==> config.mk <==
export PLATFORM = sky130hd
export DESIGN_NAME = sram_like_arbiter
export DESIGN_NICKNAME = d
export VERILOG_FILES = /design/src/rtl/sram_like_arbiter.sv
export SDC_FILE = /design/constraint.sdc
export NUM_CORES = 1
export LEC_CHECK = 0
export CORE_AREA = 2 2 125 127
export CTS_CLUSTER_DIAMETER = 40
export DETAILED_ROUTE_END_ITERATION = 8
export DIE_AREA = 0 0 127 129
export MAX_ROUTING_LAYER = met4
export PLACE_DENSITY = 0.57
export SLEW_MARGIN = 15
export SYNTH_ARGS = -nofsm -noshare
export SYNTH_HDL_FRONTEND = slang
export SYNTH_SLANG_ARGS = --single-unit
export TNS_END_PERCENT = 5
==> constraint.sdc <==
create_clock -name clk -period 3.8 [get_ports clk]
set_input_delay 0.95 -clock clk [delete_from_list [all_inputs] [get_ports clk]]
set_output_delay 0.95 -clock clk [all_outputs]
set_load 0.01 [all_outputs]
==> src/rtl/sram_like_arbiter.sv <==
// sram_like_arbiter
//
// Purpose:
//   Shares one SRAM-like request port between the instruction-fetch port (I)
//   and the data port (D). Request selection is combinational. D has priority,
//   but a starvation guard forces a grant to I after STARVE_LIMIT consecutive
//   D grants while I was waiting. An in-order ID FIFO records the owner of each
//   accepted transaction, so that every returned data_ok/rdata is steered back
//   to the port that issued it.
//
// Ports:
//   clk, reset                       clock, synchronous active-high reset
//   i_*/d_* req,wr,size,wstrb,addr,wdata   requests from the I and D ports
//   i_addr_ok / d_addr_ok            request accepted this cycle
//   i_data_ok / d_data_ok            completion pulse for that port
//   i_rdata / d_rdata                read data, a copy of s_rdata
//   s_req,wr,size,wstrb,addr,wdata   shared request to the bridge
//   s_addr_ok, s_data_ok, s_rdata    bridge handshake and read data
//   protocol_err                     sticky flag: completion seen with no
//                                    transaction outstanding
module sram_like_arbiter #(
    parameter int unsigned STARVE_LIMIT = 4,
    parameter int unsigned DEPTH        = 4
) (
    input  logic        clk,
    input  logic        reset,
    // fetch port
    input  logic        i_req,
    input  logic        i_wr,
    input  logic [1:0]  i_size,
    input  logic [3:0]  i_wstrb,
    input  logic [31:0] i_addr,
    input  logic [31:0] i_wdata,
    output logic        i_addr_ok,
    output logic        i_data_ok,
    output logic [31:0] i_rdata,
    // data port
    input  logic        d_req,
    input  logic        d_wr,
    input  logic [1:0]  d_size,
    input  logic [3:0]  d_wstrb,
    input  logic [31:0] d_addr,
    input  logic [31:0] d_wdata,
    output logic        d_addr_ok,
    output logic        d_data_ok,
    output logic [31:0] d_rdata,
    // shared port to the bridge
    output logic        s_req,
    output logic        s_wr,
    output logic [1:0]  s_size,
    output logic [3:0]  s_wstrb,
    output logic [31:0] s_addr,
    output logic [31:0] s_wdata,
    input  logic        s_addr_ok,
    input  logic        s_data_ok,
    input  logic [31:0] s_rdata,
    output logic        protocol_err
);

    localparam int unsigned PtrW = $clog2(DEPTH);
    localparam int unsigned CntW = PtrW + 1;
    localparam int unsigned StW  = $clog2(STARVE_LIMIT) + 1;

    // ID FIFO storage: 0 = I, 1 = D
    logic [DEPTH-1:0] r_ids;
    logic [PtrW-1:0]  r_wr_ptr;
    logic [PtrW-1:0]  r_rd_ptr;
    logic [CntW-1:0]  r_count;
    logic [StW-1:0]   r_starve;
    logic             r_perr;

    logic w_grant_i;
    logic w_full;
    logic w_accept;
    logic w_push;
    logic w_pop;
    logic w_head;
    logic w_starved;

    assign w_starved = (r_starve == StW'(STARVE_LIMIT));
    assign w_full    = (r_count == CntW'(DEPTH));

    // D wins ties unless I has been starved; with no request the mux rests on D.
    assign w_grant_i = i_req && (!d_req || w_starved);

    always_comb begin
        s_req   = (w_grant_i ? i_req : d_req) && !w_full;
        s_wr    = d_wr;
        s_size  = d_size;
        s_wstrb = d_wstrb;
        s_addr  = d_addr;
        s_wdata = d_wdata;
        if (w_grant_i) begin
            s_wr    = i_wr;
            s_size  = i_size;
            s_wstrb = i_wstrb;
            s_addr  = i_addr;
            s_wdata = i_wdata;
        end
    end

    assign w_accept  = s_req && s_addr_ok;
    assign i_addr_ok = w_accept && w_grant_i;
    assign d_addr_ok = w_accept && !w_grant_i;

    assign w_push = w_accept;
    // A completion with nothing outstanding pops nothing; it only flags an error.
    assign w_pop  = s_data_ok && (r_count != '0);
    assign w_head = r_ids[r_rd_ptr];

    assign i_data_ok    = w_pop && !w_head;
    assign d_data_ok    = w_pop && w_head;
    assign i_rdata      = s_rdata;
    assign d_rdata      = s_rdata;
    assign protocol_err = r_perr;

    always_ff @(posedge clk) begin
        if (reset) begin
            r_ids    <= '0;
            r_wr_ptr <= '0;
            r_rd_ptr <= '0;
            r_count  <= '0;
            r_starve <= '0;
            r_perr   <= 1'b0;
        end else begin
            if (w_push) begin
                r_ids[r_wr_ptr] <= !w_grant_i;
                r_wr_ptr        <= r_wr_ptr + PtrW'(1);
            end
            if (w_pop) begin
                r_rd_ptr <= r_rd_ptr + PtrW'(1);
            end
            unique case ({w_push, w_pop})
                2'b10:   r_count <= r_count + CntW'(1);
                2'b01:   r_count <= r_count - CntW'(1);
                default: r_count <= r_count;
            endcase

            if (i_addr_ok || !i_req) begin
                r_starve <= '0;
            end else if (d_addr_ok && !w_starved) begin
                r_starve <= r_starve + StW'(1);
            end

            if (s_data_ok && (r_count == '0)) begin
                r_perr <= 1'b1;
            end
        end
    end

endmodule

==> results.txt <==
The logs give 2 for the maximum count of clock buffers along a single path and 2331 for the via count of the routed design. Global routing finished with a remaining overflow of 0. The worst slack after detailed placement is -0.200 ns, and the clock input transition at the sequential cells of the worst setup and hold paths is 0.05 ns. The H-tree depth reported by CTS was 1.

At the pin with the least slew margin, the transition time is 0.561 ns. Power spread over the standard cell area amounts to 238 mW/mm^2. Number of synthesized flops with an enable pin: 0. The tightest hold path in the finished design has a slack of 0.472 ns. The run gives 0 as the count of maximum capacitance violations. The tools report the share of power burned in combinational logic as 0.583.

The worst setup path is launched from a primary input. Summed over all nets, the switching power comes to 0.000348 W. Area share of xor/xnor cells in the synthesized design: 0.0158. The maximum clock skew at final layout came out at 0.00679 ns. The area share of and/or/nand/nor cells after synthesis was 0.0767. The count of warnings emitted by yosys is 0, and the total wire length is 12.1 mm. The share of layout cells above drive strength 1 is 0.238, and the leakage power total is 1.93 nW. The normalized max-slew margin was 0.623; the number of CTS-inserted buffers was 3. The average size of a mapped cell is 9.29 um^2.

The run gives 0.963 as the placer congestion estimate. The post-synthesis adder-cell area fraction was 0.0485; the final instance count without filler cells was 592. Summing every instance area after synthesis gives 0.00222 mm^2. The die extent in y is 129 um, and the count of buffers inserted at the top-level ports is 224. The end-of-flow core utilization is 0.294.

The run gives 16.3 mm as the wire length of the first global-routing pass. The fraction of power spent switching nets was 0.333. The initialized floorplan defines 45 standard-cell rows. The tools report the internal power as 0.000698 W. The slack of the critical path was 0.0594 ns.

The tools report the register share of total power as 0.219. Synthesis produced 239 cells. After synthesis the netlist holds a flip-flop and latch count of 15.

The flow ran to the end, and the final reports show no timing, DRC or antenna violations. The tree is rooted in a sky130_fd_sc_hd__clkbuf_16. Family of cells with the greatest summed delay on the critical path: buffers and inverters. The number of antenna violations at the first check in global routing is 2. The logs give 2.79 ns for the data arrival time of the worst path and 76 for the iteration-0 DRC count of the detailed router. Combinational family with the most area after synthesis: multiplexers. The worst setup path is captured at an output port.

The total of endpoints with negative setup slack in the final report was 0. Number of pins with negative max-slew slack in the final report: 0. Once placement completed, the tool counted placed cells totaling 584. The detailed-placement wirelength estimate was 10.2 mm. The via count normalized by instance count is 3.94.

The count of buffer and inverter cells on the critical path was 4; the die extent in x was 127 um. The top cell types in the final layout, fill and taps aside, are sky130_fd_sc_hd__clkdlybuf4s50_1, sky130_fd_sc_hd__mux2_2, sky130_fd_sc_hd__dlygate4sd2_1. For this design the top-level I/O count stands at 321. The routed design could run at a clock period as short as 3.74 ns. The async set-reset flop share out of synthesis is 0.

The final layout contains 592 nets. Derived from the worst setup path, the maximum achievable clock frequency is 0.267 GHz. For this run, the leading register cell type out of synthesis is sky130_fd_sc_hd__dfxtp_1. The finished cells cover 0.00440 mm^2. The worst hold path class was register to register. The critical path data required time was 2.85 ns; the ratio of final minimum period to clock period was 0.984. For this design, the sink count on the clock tree is 15. The most common cell after layout, fill and taps aside was sky130_fd_sc_hd__clkdlybuf4s50_1.

In the final routed layout, each cell accounts on average for 20.4 um. The biggest fanout along the worst timing path was 11. VDD sags by at most 0.000230 V. TritonCTS built the clock tree. The share of the yosys chip area belonging to registers was 0.135; the synthesis-to-layout area growth was 98.4%. The logs give 0.148 for the effective utilization at floorplan and 0.0150 mm^2 for the area inside the core boundary. Clock latency on the worst-skew pair, taken at its later pin, is 0.25 ns. Setup repair after global routing left no endpoint under its margin. Entering global routing, the biggest net connects 28 pins. The number of distinct library cells after synthesis is 34. Traced cell by cell, the critical path runs through clkdlybuf4s50_1 > a21boi_2 > nand2b_4 > buf_6 > clkbuf_16 > mux2_2 > dlygate4sd2_1. The placed instances occupy a cell area of 0.00424 mm^2.

Area of the die: 0.0164 mm^2. The maximum cell stage delay along the critical path is 0.48 ns, and the number of optimization iterations in the first detailed-route pass is 4. By startpoint and endpoint, the worst setup path is classified as primary input to output port.

The fraction of power consumed by the clock network is 0.198. Highest-delay cell along the critical path: sky130_fd_sc_hd__clkdlybuf4s50_1. The mux cell area share after synthesis was 0.382; the total count of hold-check failures in the final report was 0. After detailed routing, the number of remaining DRC violations is 0.

The complex-gate fraction of the synthesized area is 0.0671, and the via count of the first global-routing pass is 2455. Synthesis produced a netlist with a net count of 427. In this run the remaining antenna-violating nets after routing total 0.

For the global-route usage over all layers, the log shows 0.138.
## per-stage QoR
stage	total power, W	setup TNS, ns
floorplan	0.000566	0
global placement	0.000855	-10.38
detailed placement	0.000866	-8.62
CTS	0.00105	0
global route	0.00111	0
finish	0.00105	0
## tightest hold or removal path: cells and delay by family, from the launching register on
family	cells	cell delay, ns
AO/OA/AOI/OAI	1	0.04
flip-flops	1	0.32
AND/OR/NAND/NOR	1	0.07
## layer usage
layer | global-route usage | up-vias | routed length (um)
met5 | - | - | 0
met4 | 0.0116 | 0 | 7
met3 | 0.0541 | 2 | 1430
met2 | 0.187 | 157 | 4790
met1 | 0.199 | 1074 | 5860
li1 | - | 1098 | -
## cells by family after synthesis
| group | Yosys count |
|---|---|
| DFF | 15 |
| muxes | 74 |
| AOI/OAI and AO/OA | 21 |
| adders and majority gates | 8 |
| xor gates and xnor gates | 4 |
| and+or+nand+nor | 30 |
| buffers and inverters | 87 |
## state kept, by name, indices dropped and copies added, names as in the netlist
register	flops
r_count	3
protocol_err	1
r_ids	4
r_starve	3
r_rd_ptr	2
r_wr_ptr	2
## timing repair
action | in CTS | in global routing
gates resized for setup | 47 | 29
hold buffers | 0 | 0
endpoints found under the setup margin | 71 | 26
setup buffers | 0 | 2
gates cloned | 0 | 2
## synth_stat cells, drive strengths merged (2+ instances only)
library cell / n / area, um^2
a21oi: 5 / 25.0
ha: 7 / 87.6
o21ai: 3 / 15.0
nand4: 2 / 12.5
nor3: 2 / 10.0
clkbuf: 2 / 7.51
dfxtp: 15 / 300
inv: 10 / 37.5
nand2b: 5 / 31.3
nor2: 11 / 41.3
a311oi: 5 / 43.8
a41oi: 4 / 35.0
mux2: 72 / 815
xor2: 4 / 35.0
nor2b: 2 / 12.5
buf: 75 / 566
## path summary, 6_finish.rpt
kind,from,endpoint,slack [ns],depth (start not counted)
setup / recovery,d_req,s_wdata[24],0.06,7
hold reg to reg,protocol_err$_SDFFE_PP0P_,protocol_err$_SDFFE_PP0P_,0.47,2
hold / removal,protocol_err$_SDFFE_PP0P_,protocol_err$_SDFFE_PP0P_,0.47,2
setup reg to reg,r_count[2]$_SDFFE_PP0P_,r_count[2]$_SDFFE_PP0P_,0.97,10
## layout make-up
type	instances	area [um^2]
fillers	1560	10600
repair buffers	237	2430
multi-input cells	137	1320
flip-flops and latches	15	300
well taps	188	235
clock buffers	3	75.1
inverters	10	37.5
clock inverters	1	5.00
diodes	1	2.50
## power by group through the flow
stage	sequential (W)	clock (W)	combinational (W)
global route	0.000235	0.000216	0.000658
global placement	0.000227	0	0.000628
detailed placement	0.000232	0	0.000635
finish	0.000229	0.000207	0.000611
CTS	0.000229	0.000211	0.000614
floorplan	0.000220	0	0.000346
Power figures use the tool's default switching activity.
